File: config.mk
export PLATFORM = sky130hd
export DESIGN_NAME = fetch_stage
export DESIGN_NICKNAME = d
export VERILOG_FILES = /design/src/rtl/fetch_stage.sv
export SDC_FILE = /design/constraint.sdc
export NUM_CORES = 1
export LEC_CHECK = 0
export CORE_MARGIN = 2
export CORE_UTILIZATION = 45
export DETAILED_ROUTE_END_ITERATION = 8
export GPL_ROUTABILITY_DRIVEN = 0
export PLACE_DENSITY_LB_ADDON = 0.05
export SLEW_MARGIN = 15
export SYNTH_ARGS = -nofsm -noshare
export SYNTH_HDL_FRONTEND = slang
export SYNTH_SLANG_ARGS = --single-unit
File: constraint.sdc
create_clock -name clk -period 2.8 [get_ports clk]
set_input_delay 0.7 -clock clk [delete_from_list [all_inputs] [get_ports clk]]
set_output_delay 0.7 -clock clk [all_outputs]
set_load 0.02 [all_outputs]
File: src/rtl/fetch_stage.sv
// fetch_stage: IF-stage controller for the MIPS core.
// Owns the program counter and presents it to the instruction memory.
// Captures the returned instruction into the IF/ID pipeline register.
// Handles stall, flush, branch/jump redirect and sticky fetch faults.
module fetch_stage #(
  parameter logic [31:0] RESET_PC   = 32'h0000_0000,
  parameter int          IMEM_WORDS = 256
) (
  input  logic        clk,
  input  logic        rst_n,
  input  logic        stall,
  input  logic        flush,
  input  logic        redirect_valid,
  input  logic [31:0] redirect_pc,
  output logic [31:0] imem_pc,
  input  logic [31:0] imem_rd,
  output logic [31:0] id_instr,
  output logic [31:0] id_pc,
  output logic [31:0] id_pc_plus4,
  output logic        id_valid,
  output logic        fetch_fault,
  output logic [1:0]  fault_cause,
  output logic [31:0] fetch_count
);

  // First byte address past the end of instruction memory.
  localparam logic [31:0] PC_LIMIT = 32'(4 * IMEM_WORDS);

  localparam logic [1:0] CAUSE_MISALIGNED = 2'b01;
  localparam logic [1:0] CAUSE_RANGE      = 2'b10;

  logic [31:0] pc_q, pc_d;
  logic [31:0] id_instr_q, id_instr_d;
  logic [31:0] id_pc_q, id_pc_d;
  logic [31:0] id_pc_plus4_q, id_pc_plus4_d;
  logic        id_valid_q, id_valid_d;
  logic        fault_q, fault_d;
  logic [1:0]  cause_q, cause_d;
  logic [31:0] count_q, count_d;

  logic [31:0] pc_plus4;
  logic        pc_out_of_range;
  logic        redirect_misaligned;

  assign pc_plus4            = pc_q + 32'd4;
  assign pc_out_of_range     = (pc_q >= PC_LIMIT);
  assign redirect_misaligned = (redirect_pc[1:0] != 2'b00);

  // Next-state selection; priority is fault > redirect > range > stall > flush > normal.
  always_comb begin
    pc_d          = pc_q;
    id_instr_d    = id_instr_q;
    id_pc_d       = id_pc_q;
    id_pc_plus4_d = id_pc_plus4_q;
    id_valid_d    = id_valid_q;
    fault_d       = fault_q;
    cause_d       = cause_q;
    count_d       = count_q;

    if (fault_q) begin
      // Halted: keep emitting bubbles until reset; cause stays frozen.
      id_instr_d = 32'd0;
      id_valid_d = 1'b0;
    end else if (redirect_valid) begin
      // Redirect wins over stall and flush; the wrong-path slot becomes a bubble.
      id_instr_d = 32'd0;
      id_valid_d = 1'b0;
      if (redirect_misaligned) begin
        fault_d = 1'b1;
        cause_d = CAUSE_MISALIGNED;
      end else begin
        pc_d = redirect_pc;
      end
    end else if (pc_out_of_range) begin
      id_instr_d = 32'd0;
      id_valid_d = 1'b0;
      fault_d    = 1'b1;
      cause_d    = CAUSE_RANGE;
    end else if (stall) begin
      // PC and IF/ID hold; a simultaneous flush still kills the IF/ID slot.
      if (flush) begin
        id_instr_d = 32'd0;
        id_valid_d = 1'b0;
      end
    end else if (flush) begin
      pc_d       = pc_plus4;
      id_instr_d = 32'd0;
      id_valid_d = 1'b0;
    end else begin
      pc_d          = pc_plus4;
      id_instr_d    = imem_rd;
      id_pc_d       = pc_q;
      id_pc_plus4_d = pc_plus4;
      id_valid_d    = 1'b1;
      count_d       = count_q + 32'd1;
    end
  end

  // State registers with asynchronous active-low reset.
  always_ff @(posedge clk or negedge rst_n) begin
    if (!rst_n) begin
      pc_q          <= RESET_PC;
      id_instr_q    <= 32'd0;
      id_pc_q       <= 32'd0;
      id_pc_plus4_q <= 32'd0;
      id_valid_q    <= 1'b0;
      fault_q       <= 1'b0;
      cause_q       <= 2'b00;
      count_q       <= 32'd0;
    end else begin
      pc_q          <= pc_d;
      id_instr_q    <= id_instr_d;
      id_pc_q       <= id_pc_d;
      id_pc_plus4_q <= id_pc_plus4_d;
      id_valid_q    <= id_valid_d;
      fault_q       <= fault_d;
      cause_q       <= cause_d;
      count_q       <= count_d;
    end
  end

  assign imem_pc     = pc_q;
  assign id_instr    = id_instr_q;
  assign id_pc       = id_pc_q;
  assign id_pc_plus4 = id_pc_plus4_q;
  assign id_valid    = id_valid_q;
  assign fetch_fault = fault_q;
  assign fault_cause = cause_q;
  assign fetch_count = count_q;

endmodule

==> results of run 1 <==
worst min path at each step:
stage	from	to	slack [ns]
floorplan	rst_n	fault_cause[0]	0.40
global placement	fetch_count[31]	fetch_count[31]	0.46
detailed placement	fetch_count[31]	fetch_count[31]	0.47
CTS	rst_n	fetch_count[9]	0.13
global route	rst_n	fetch_count[8]	0.14
finish	rst_n	fetch_count[31]	0.14
cell usage in the layout, fill, tap and decap left out, drive strengths merged, types with 4 or more instances in the layout:
| cell type | count |
|---|---|
| or3 | 6 |
| nand4 | 11 |
| clkinv | 7 |
| nor3 | 9 |
| nor2 | 29 |
| xnor2 | 24 |
| o2bb2ai | 4 |
| inv | 12 |
| o22a | 7 |
| nor2b | 45 |
| clkbuf | 17 |
| a2bb2oi | 5 |
| a21oi | 20 |
| and2 | 4 |
| buf | 32 |
| dfrtp | 162 |
| clkdlybuf4s50 | 231 |
| nor4 | 7 |
| and3 | 5 |
| mux2 | 24 |
| nand3 | 19 |
| nand2 | 20 |
| xor2 | 14 |
| and4 | 7 |
| a22o | 34 |
| o21ai | 7 |
sequential cells by signal, indices dropped and copies added, names as in the netlist:
register	cells
id_pc_plus4	30
fetch_fault	1
fetch_count	32
id_valid	1
fault_cause	2
imem_pc	32
id_pc	32
id_instr	32
logic make-up (layout without fill, tap and decap cells):
logic type                 after synthesis  in the layout  share of synthesized area
adders and majority gates                3              3                    0.00567
DFF                                    162            162                      0.612
AOI/OAI and AO/OA                       92             92                      0.104
buffers and inverters                   40            304                     0.0310
muxes                                   25             25                     0.0423
xor gates and xnor gates                38             38                     0.0503
and+or+nand+nor                        173            173                      0.154
Yosys cell counts (all sizes together) (2+ instances only):
cell / instances / area (sq um)
nand3: 19 / 95.1
nor4: 7 / 58.8
nor3b: 2 / 20.0
o2bb2ai: 4 / 35.0
and4: 7 / 61.3
o21ai: 7 / 35.0
a21oi: 20 / 100
mux2: 24 / 270
and2: 4 / 25.0
a22oi: 2 / 15.0
o22ai: 3 / 18.8
or4: 3 / 22.5
ha: 3 / 37.5
inv: 8 / 30.0
a2bb2oi: 5 / 43.8
nor2b: 45 / 282
nand2: 20 / 75.1
a22o: 34 / 298
nor2: 29 / 109
o211ai: 2 / 15.0
buf: 20 / 130
clkbuf: 11 / 41.3
nand4: 11 / 68.8
dfrtp: 162 / 4050
o22a: 7 / 61.3
and3: 5 / 31.3
xor2: 14 / 123
or3: 6 / 37.5
nor3: 9 / 66.3
o31ai: 3 / 27.5
xnor2: 24 / 210
area by class of cell:
cell class                      instances  area (sq um)  area share
Clock buffer                           17           425      0.0430
Inverter                                9          33.8     0.00341
Timing Repair Buffer                  263          2630       0.266
Sequential cell                       162          4050       0.410
Clock inverter                         15           158      0.0159
Multi-Input combinational cell        331          2360       0.239
Tap cell                              184           230      0.0233
per-stage QoR:
step / setup TNS (ns) / setup slack, ns / util
5_1_grt: 0 / 0.113 / 0.683
3_5_place_dp: -10.10 / -0.142 / 0.643
3_3_place_gp: -5.48 / -0.0885 / 0.643
6_report: 0 / 0.244 / 0.683
4_1_cts: 0 / 0.276 / 0.683
2_1_floorplan: 0 / 0.235 / -
worst max-delay path, stage by stage:
cell             delay [ns]
clkdlybuf4s50_1        0.45
or4_1                  0.44
or2_1                  0.30
buf_4                  0.17
nor3_4                 0.20
buf_12                 0.20
buf_12                 0.24
a22o_1                 0.18
per-layer routing:
metal | GRT usage | up-vias | wire [um]
li1 | - | 2396 | -
met4 | 0.0824 | 0 | 425
met5 | 0 | - | 0
met1 | 0.286 | 2540 | 7430
met3 | 0.0603 | 34 | 969
met2 | 0.351 | 183 | 8000
power groups by stage:
| stage | clock (mW) | sequential [mW] | combinational (mW) |
|---|---|---|---|
| 6_report | 2.29 | 2.38 | 0.311 |
| 2_1_floorplan | 0 | 2.45 | 0.0697 |
| 3_3_place_gp | 0 | 2.43 | 0.308 |
| 4_1_cts | 2.34 | 2.38 | 0.316 |
| 3_5_place_dp | 0 | 2.43 | 0.313 |
| 5_1_grt | 2.45 | 2.39 | 0.338 |
==> impl_metrics.csv, run 1 <==
group,metric,value,unit
outcome,outcome,"complete, no violations",
die,die_w,125,um
sta,clock.fmax,391,MHz
final_layout,final_layout_size_suffix_gt1_frac,0.120,
final_layout,fillers,1101,
drt,first_pass_iters,4,
drt,wl_per_cell,17.2,um
synthesis,synth-async-reset-ratio,1.00,
die,core_area,0.0145,sq mm
cts,cts_hold_buffers,0,
cts,cts_root_buffer,"clkbuf_16",
flow_run,max_cap_viol_count,0,
worst_setup_path,reg2reg_from,"imem_pc[27]",
power,p_per_area,504,mW/mm^2
die,dieArea,0.0157,sq mm
sta,setup_viol,0,
sta,max-slew-margin-rel,0.384,
cts,numCtsBuffers,17,
synthesis,synth.avg_cell_area,12.4,sq um
final_layout,diodes,0,
drt,via_per_inst,5.25,
sta,maxSlewViolCount,0,
drt,drc,0,
placed_design,dp_cells,949,
final_layout,nets,856,
cts,cts_tree,"done",
drt,antenna_left,0,
power,power_leakage,4.45,nW
global_route,grt_overflow,0,
worst_setup_path,cp.arrival,2.92,ns
power,swShare,0.228,
synthesis,synth_edf_count,0,
die,ios,233,
sta,worst_pin_slew,0.915,ns
sta,skew,0.00581,ns
worst_setup_path,crit_type,"in -> reg",
power,power_frac_comb,0.062,
worst_setup_path,r2r_end,"id_instr[18]",
final_layout,fin_cells,981,
placed_design,place_area,0.00931,sq mm
global_route,grt_max_degree,96,
worst_setup_path,crit_required,3.16,ns
drt,routed-via-count,5153,
synthesis,ys.flop_type,"dfrtp_1",
sta,timing.hold.ws,0.138,ns
power,finalPower,4.98,mW
drt,drt-total-wl,16800,um
placed_design,numPortBuffers,232,
cts,ctsHtreeMaxLevel,4,
die,die_y,125,um
worst_setup_path,crit_start,"redirect_valid",
cts,clk_latency,0.42,ns
placed_design,hpwl,12100,um
sta,rsz0062_at_grt,"false",
sta,period_share,0.913,
global_route,antenna_found_initial,0,
synthesis,synthCells,533,
final_layout,syn_to_final_growth,49.5,%
global_route,grt_pass1_wl,27500,um
die,rows,44,
global_route,grt_pass1_vias,5227,
sta,period_needed,2.56,ns
power,p_sw,1.14,mW
synthesis,ys_seq_area_frac,0.612,
worst_setup_path,r2r_slack,0.42,ns
cts,cts_buffer_depth,2,
power,seqPwrFrac,0.478,
synthesis,yosysWarnings,0,
die,start_util,0.457,
synthesis,synth.cell_area,0.00662,sq mm
global_route,grt_usage,0.219,
worst_setup_path,setup.worst_path.end_class,"register",
cts,post_cts_buffers,0,
worst_setup_path,critPathLaunchType,"input pin",
cts,clk_pin_slew_worst_paths,0.06,ns
synthesis,synth_seq_cells,162,
cts,cts_sinks,162,
sta,hold_viol,0,
synthesis,ys_types,51,
worst_setup_path,worstPathMaxFanout,47,
cts,cts-resized-gates,0,
power,intPower,3.85,mW
worst_setup_path,rr_worst_depth,7,
hold_path,min_path_type,"in -> async",
drt,drt_iter0_markers,258,
worst_setup_path,crit_end,"id_instr[18]",
power,pwr-share-clk,0.459,
final_layout,fin_area,0.00989,sq mm
synthesis,synth_nets,605,
power,max-vdd-ir-drop,397,uV
Power figures use the tool's default switching activity.
==> run 2: changes to the inputs <==
ABC_CLOCK_PERIOD_IN_PS = 2800   (was not set)
GPL_TIMING_DRIVEN = 0   (was not set)
==> impl_metrics.csv, run 2 (synthesis gave the netlist of run 1 again) <==
group,metric,value,unit
outcome,outcome,"complete, no violations",
power,p_sw,1.14,mW
placed_design,dp_slack,-0.218,ns
die,dieArea,0.0157,sq mm
power,pwr-share-clk,0.482,
global_route,grt_usage,0.224,
worst_setup_path,max_stage_delay,0.49,ns
sta,skew,0.00800,ns
worst_setup_path,crit_required,3.11,ns
power,intPower,4.05,mW
drt,drc,0,
final_layout,multi_input_area,0.00236,sq mm
power,power_leakage,4.44,nW
hold_path,min_path_type,"in -> async",
sta,setup_ws,0.203,ns
global_route,grt_pass1_vias,5218,
final_layout,regArea,0.00405,sq mm
global_route,grt_overflow,0,
sta,period_share,0.927,
worst_setup_path,cp_slowest_cell,"or3_1",
worst_setup_path,r2r_end,"id_pc[6]",
power,swShare,0.219,
worst_setup_path,cp.arrival,2.90,ns
sta,period_needed,2.60,ns
placed_design,hpwl,12400,um
worst_setup_path,worstPathMaxFanout,10,
power,seqPwrFrac,0.459,
power,power_frac_comb,0.059,
die,start_util,0.457,
die,ios,233,
sta,clock.fmax,385,MHz
placed_design,dp_cells,949,
die,die_w,125,um
worst_setup_path,setup.worst_path.end_class,"register",
cts,cts-resized-gates,0,
drt,routed-via-count,5097,
sta,setup_viol,0,
drt,drt-total-wl,17000,um
worst_setup_path,reg2reg_from,"imem_pc[27]",
worst_setup_path,crit_chain,"clkbuf_1 -> clkinv_1 -> or3_1 -> nor2_1 -> buf_2 -> mux2_2",
die,core_area,0.0145,sq mm
power,p_per_area,527,mW/mm^2
global_route,antenna_found_initial,0,
sta,rsz0062_at_grt,"false",
final_layout,fillers,1078,
cts,post_cts_buffers,2,
drt,wl_per_cell,17.2,um
cts,ctsHtreeMaxLevel,4,
final_layout,mostFrequentLayoutCells,"230 x clkdlybuf4s50_1, 162 x dfrtp_1, 45 x nor2b_1",
cts,cts_sinks,162,
worst_setup_path,crit_type,"in -> reg",
global_route,grt_max_degree,87,
cts,numCtsBuffers,17,
sta,max-slew-margin-rel,0.301,
final_layout,syn_to_final_growth,48.8,%
power,max-vdd-ir-drop,407,uV
worst_setup_path,critPathLaunchType,"input pin",
cts,cts_hold_buffers,0,
final_layout,mostFrequentLayoutCell,"clkdlybuf4s50_1",
worst_setup_path,cpLargestDelayFamily,"buffers and inverters",
die,die_y,125,um
cts,cts_buffer_depth,2,
cts,clk_pin_slew_worst_paths,0.07,ns
drt,antenna_left,0,
drt,via_per_inst,5.19,
worst_setup_path,r2r_slack,0.22,ns
worst_setup_path,rr_worst_depth,6,
sta,worst_pin_slew,1.04,ns
die,rows,44,
cts,clk_latency,0.42,ns
sta,hold_viol,0,
flow_run,max_cap_viol_count,0,
sta,tns,0,ns
final_layout,nets,858,
final_layout,final_layout_size_suffix_gt1_frac,0.109,
final_layout,fin_cells,983,
global_route,grt_pass1_wl,28000,um
sta,maxSlewViolCount,0,
final_layout,diodes,0,
worst_setup_path,crit_buf_inv,3,
cts,cts_root_buffer,"clkbuf_16",
placed_design,place_area,0.00919,sq mm
drt,drt_iter0_markers,242,
drt,first_pass_iters,4,
placed_design,numPortBuffers,231,
final_layout,fin_area,0.00985,sq mm
cts,cts_tree,"done",
[run 2: per-layer routing]
layer  routed length (um)  up-vias  GRT usage
met5                    0        -          0
met4                  274        0     0.0791
met3                 1030       20     0.0561
met2                 8090      195      0.352
met1                 7560     2488      0.306
li1                     -     2394          -
[run 2: how the worst max path moves through the flow]
stage              startpoint         endpoint  slack (ns)  depth (start not counted)
2_1_floorplan  redirect_valid   fetch_count[1]        0.24                          7
3_3_place_gp            rst_n  id_pc_plus4[22]       -5.33                          1
3_5_place_dp   redirect_valid      imem_pc[30]       -0.22                          6
4_1_cts           imem_pc[27]         id_pc[6]        0.17                          6
5_1_grt        redirect_valid      imem_pc[27]       0.008                          6
6_report       redirect_valid      imem_pc[27]        0.20                          6
[run 2: area by class of cell]
cell class / count / area share
tap: 184 / 0.0234
timing repair buffer: 234 / 0.240
multi-input combinational: 331 / 0.240
buffer: 31 / 0.0174
clock inverter: 14 / 0.0205
inverter: 9 / 0.00343
clock buffer: 18 / 0.0446
sequential: 162 / 0.412
[run 2: power by group through the flow]
stage	Combinational, mW	Clock, mW	Sequential (mW)
floorplan	0.0697	0	2.45
global placement	0.295	0	2.43
detailed placement	0.305	0	2.43
CTS	0.312	2.54	2.38
global route	0.334	2.65	2.39
finish	0.307	2.50	2.38
[run 2: per-stage QoR]
stage,hold WS (ns),power [mW],utilization
3_3_place_gp,0.461,2.72,0.633
3_5_place_dp,0.469,2.73,0.635
5_1_grt,0.295,5.37,0.680
4_1_cts,0.286,5.24,0.680
2_1_floorplan,0.404,2.52,-
6_report,0.250,5.19,0.680
==> run 3: changes to the inputs <==
CELL_PAD_IN_SITES_DETAIL_PLACEMENT = 0   (was not set)
CELL_PAD_IN_SITES_GLOBAL_PLACEMENT = 1   (was not set)
CORE_MARGIN = 5   (was 2)
CORE_UTILIZATION = 35   (was 45)
==> impl_metrics.csv, run 3 (synthesis gave the netlist of run 1 again) <==
group,metric,value,unit
global_route,grt_max_degree,96,
die,dieArea,0.0218,sq mm
outcome,outcome,"complete, no violations",
global_route,grt_overflow,0,
die,rows,50,
final_layout,fillers,1675,
power,power_leakage,4.42,nW
global_route,grt_pass1_wl,30400,um
global_route,grt_usage,0.177,
worst_setup_path,worstPathMaxFanout,10,
placed_design,hpwl,14000,um
sta,worst_pin_slew,0.937,ns
drt,drt_iter0_markers,176,
sta,setup_viol,0,
worst_setup_path,r2r_slack,0.18,ns
final_layout,syn_to_final_growth,49.1,%
global_route,grt_pass1_vias,5408,
final_layout,nets,859,
final_layout,multi_input_area,0.00236,sq mm
cts,cts-resized-gates,0,
drt,drt-total-wl,18800,um
sta,max-slew-margin-rel,0.370,
worst_setup_path,crit_required,3.11,ns
power,seqPwrFrac,0.475,
drt,first_pass_iters,4,
cts,cts_sinks,162,
worst_setup_path,crit_start,"imem_pc[27]",
flow_run,max_cap_viol_count,0,
cts,cts_tree,"done",
cts,numCtsBuffers,17,
die,die_y,148,um
sta,period_share,0.935,
final_layout,final_layout_size_suffix_gt1_frac,0.110,
power,p_per_area,509,mW/mm^2
power,p_sw,1.15,mW
power,intPower,3.87,mW
worst_setup_path,rr_worst_depth,6,
sta,maxSlewViolCount,0,
cts,clk_pin_slew_worst_paths,0.07,ns
drt,wl_per_cell,18.2,um
hold_path,min_path_type,"in -> async",
worst_setup_path,setup.worst_path.end_class,"register",
power,pwr-share-clk,0.464,
power,swShare,0.230,
drt,antenna_left,0,
final_layout,mostFrequentLayoutCells,"230 x clkdlybuf4s50_1, 162 x dfrtp_1, 45 x nor2b_1",
die,start_util,0.355,
cts,clk_latency,0.42,ns
worst_setup_path,crit_chain,"or4_1 -> or2_1 -> buf_6 -> nor3_4 -> buf_2 -> mux2_2",
placed_design,numPortBuffers,231,
cts,cts_root_buffer,"clkbuf_16",
worst_setup_path,critPathLaunchType,"register",
final_layout,fin_cells,1034,
final_layout,regArea,0.00405,sq mm
drt,drc,0,
worst_setup_path,cp.arrival,2.93,ns
global_route,antenna_found_initial,0,
cts,ctsHtreeMaxLevel,4,
worst_setup_path,crit_type,"reg -> reg",
sta,rsz0062_at_grt,"false",
sta,skew,0.00932,ns
worst_setup_path,cp_slowest_cell,"or4_1",
final_layout,diodes,0,
sta,hold_viol,0,
power,power_frac_comb,0.061,
power,max-vdd-ir-drop,399,uV
sta,period_needed,2.62,ns
worst_setup_path,reg2reg_from,"imem_pc[27]",
drt,via_per_inst,4.93,
sta,timing.hold.ws,0.288,ns
die,die_w,148,um
worst_setup_path,max_stage_delay,0.56,ns
placed_design,dp_cells,999,
sta,clock.fmax,382,MHz
die,core_area,0.0186,sq mm
worst_setup_path,r2r_end,"id_pc[6]",
final_layout,mostFrequentLayoutCell,"clkdlybuf4s50_1",
sta,tns,0,ns
drt,routed-via-count,5101,
die,ios,233,
cts,cts_buffer_depth,2,
run 3: changes by cell type in the layout (fill, tap and decap cells not counted), sizes merged:
cell,change
clkinv,+2
bufinv,-2
buf,+1
run 3: power by group through the flow:
| stage | clock (mW) | combinational (mW) | sequential [mW] |
|---|---|---|---|
| 2_1_floorplan | 0 | 0.0697 | 2.45 |
| 3_3_place_gp | 0 | 0.299 | 2.43 |
| 3_5_place_dp | 0 | 0.307 | 2.43 |
| 4_1_cts | 2.40 | 0.316 | 2.38 |
| 5_1_grt | 2.51 | 0.341 | 2.39 |
| 6_report | 2.33 | 0.309 | 2.39 |
run 3: layer usage:
layer  vias to the layer above  track usage  routed length (um)
met5                         -            0                   0
met4                         0       0.0564                 262
met3                        20       0.0576                1350
li1                       2388            -                   -
met2                       175        0.279                8890
met1                      2518        0.232                8330
run 3: layout make-up:
| class | count | area share |
|---|---|---|
| buffer | 31 | 0.0174 |
| multi-input combinational | 331 | 0.239 |
| clock inverter | 14 | 0.0153 |
| timing repair buffer | 235 | 0.240 |
| tap | 234 | 0.0297 |
| inverter | 9 | 0.00342 |
| clock buffer | 18 | 0.0445 |
| sequential | 162 | 0.411 |
run 3: worst max path at each step:
stage	to	slack [ns]	cells past startpoint
2_1_floorplan	fetch_count[1]	0.24	7
3_3_place_gp	id_pc_plus4[24]	-5.59	1
3_5_place_dp	imem_pc[24]	-0.28	6
4_1_cts	id_pc[6]	0.14	6
5_1_grt	imem_pc[24]	0.01	6
6_report	id_pc[6]	0.18	6
run 3: what timing repair did:
| item | in CTS | in global routing |
|---|---|---|
| buffers inserted | 3 | 0 |
| endpoints found under the setup margin | 18 | 0 |
| hold buffers | 0 | 0 |
| hold endpoints to repair | 0 | 0 |
run 3: critical path, delay by kind of cell (launching register included):
family,cells,cell delay (ns)
AND/OR/NAND/NOR,3,1.19
buffers and inverters,2,0.51
flip-flops,1,0.43
multiplexers,1,0.37
run 3: per-stage QoR:
| step | cell area (sq um) | total power, mW | worst slack, ns | utilization |
|---|---|---|---|---|
| after global routing | 9870 | 5.24 | 0.0100 | 0.529 |
| after CTS | 9870 | 5.10 | 0.144 | 0.529 |
| final | 9870 | 5.03 | 0.183 | 0.529 |
| after global placement | 9220 | 2.73 | -5.59 | 0.495 |
| after detailed placement | 9260 | 2.74 | -0.276 | 0.497 |
| after floorplan | 6620 | 2.52 | 0.235 | - |
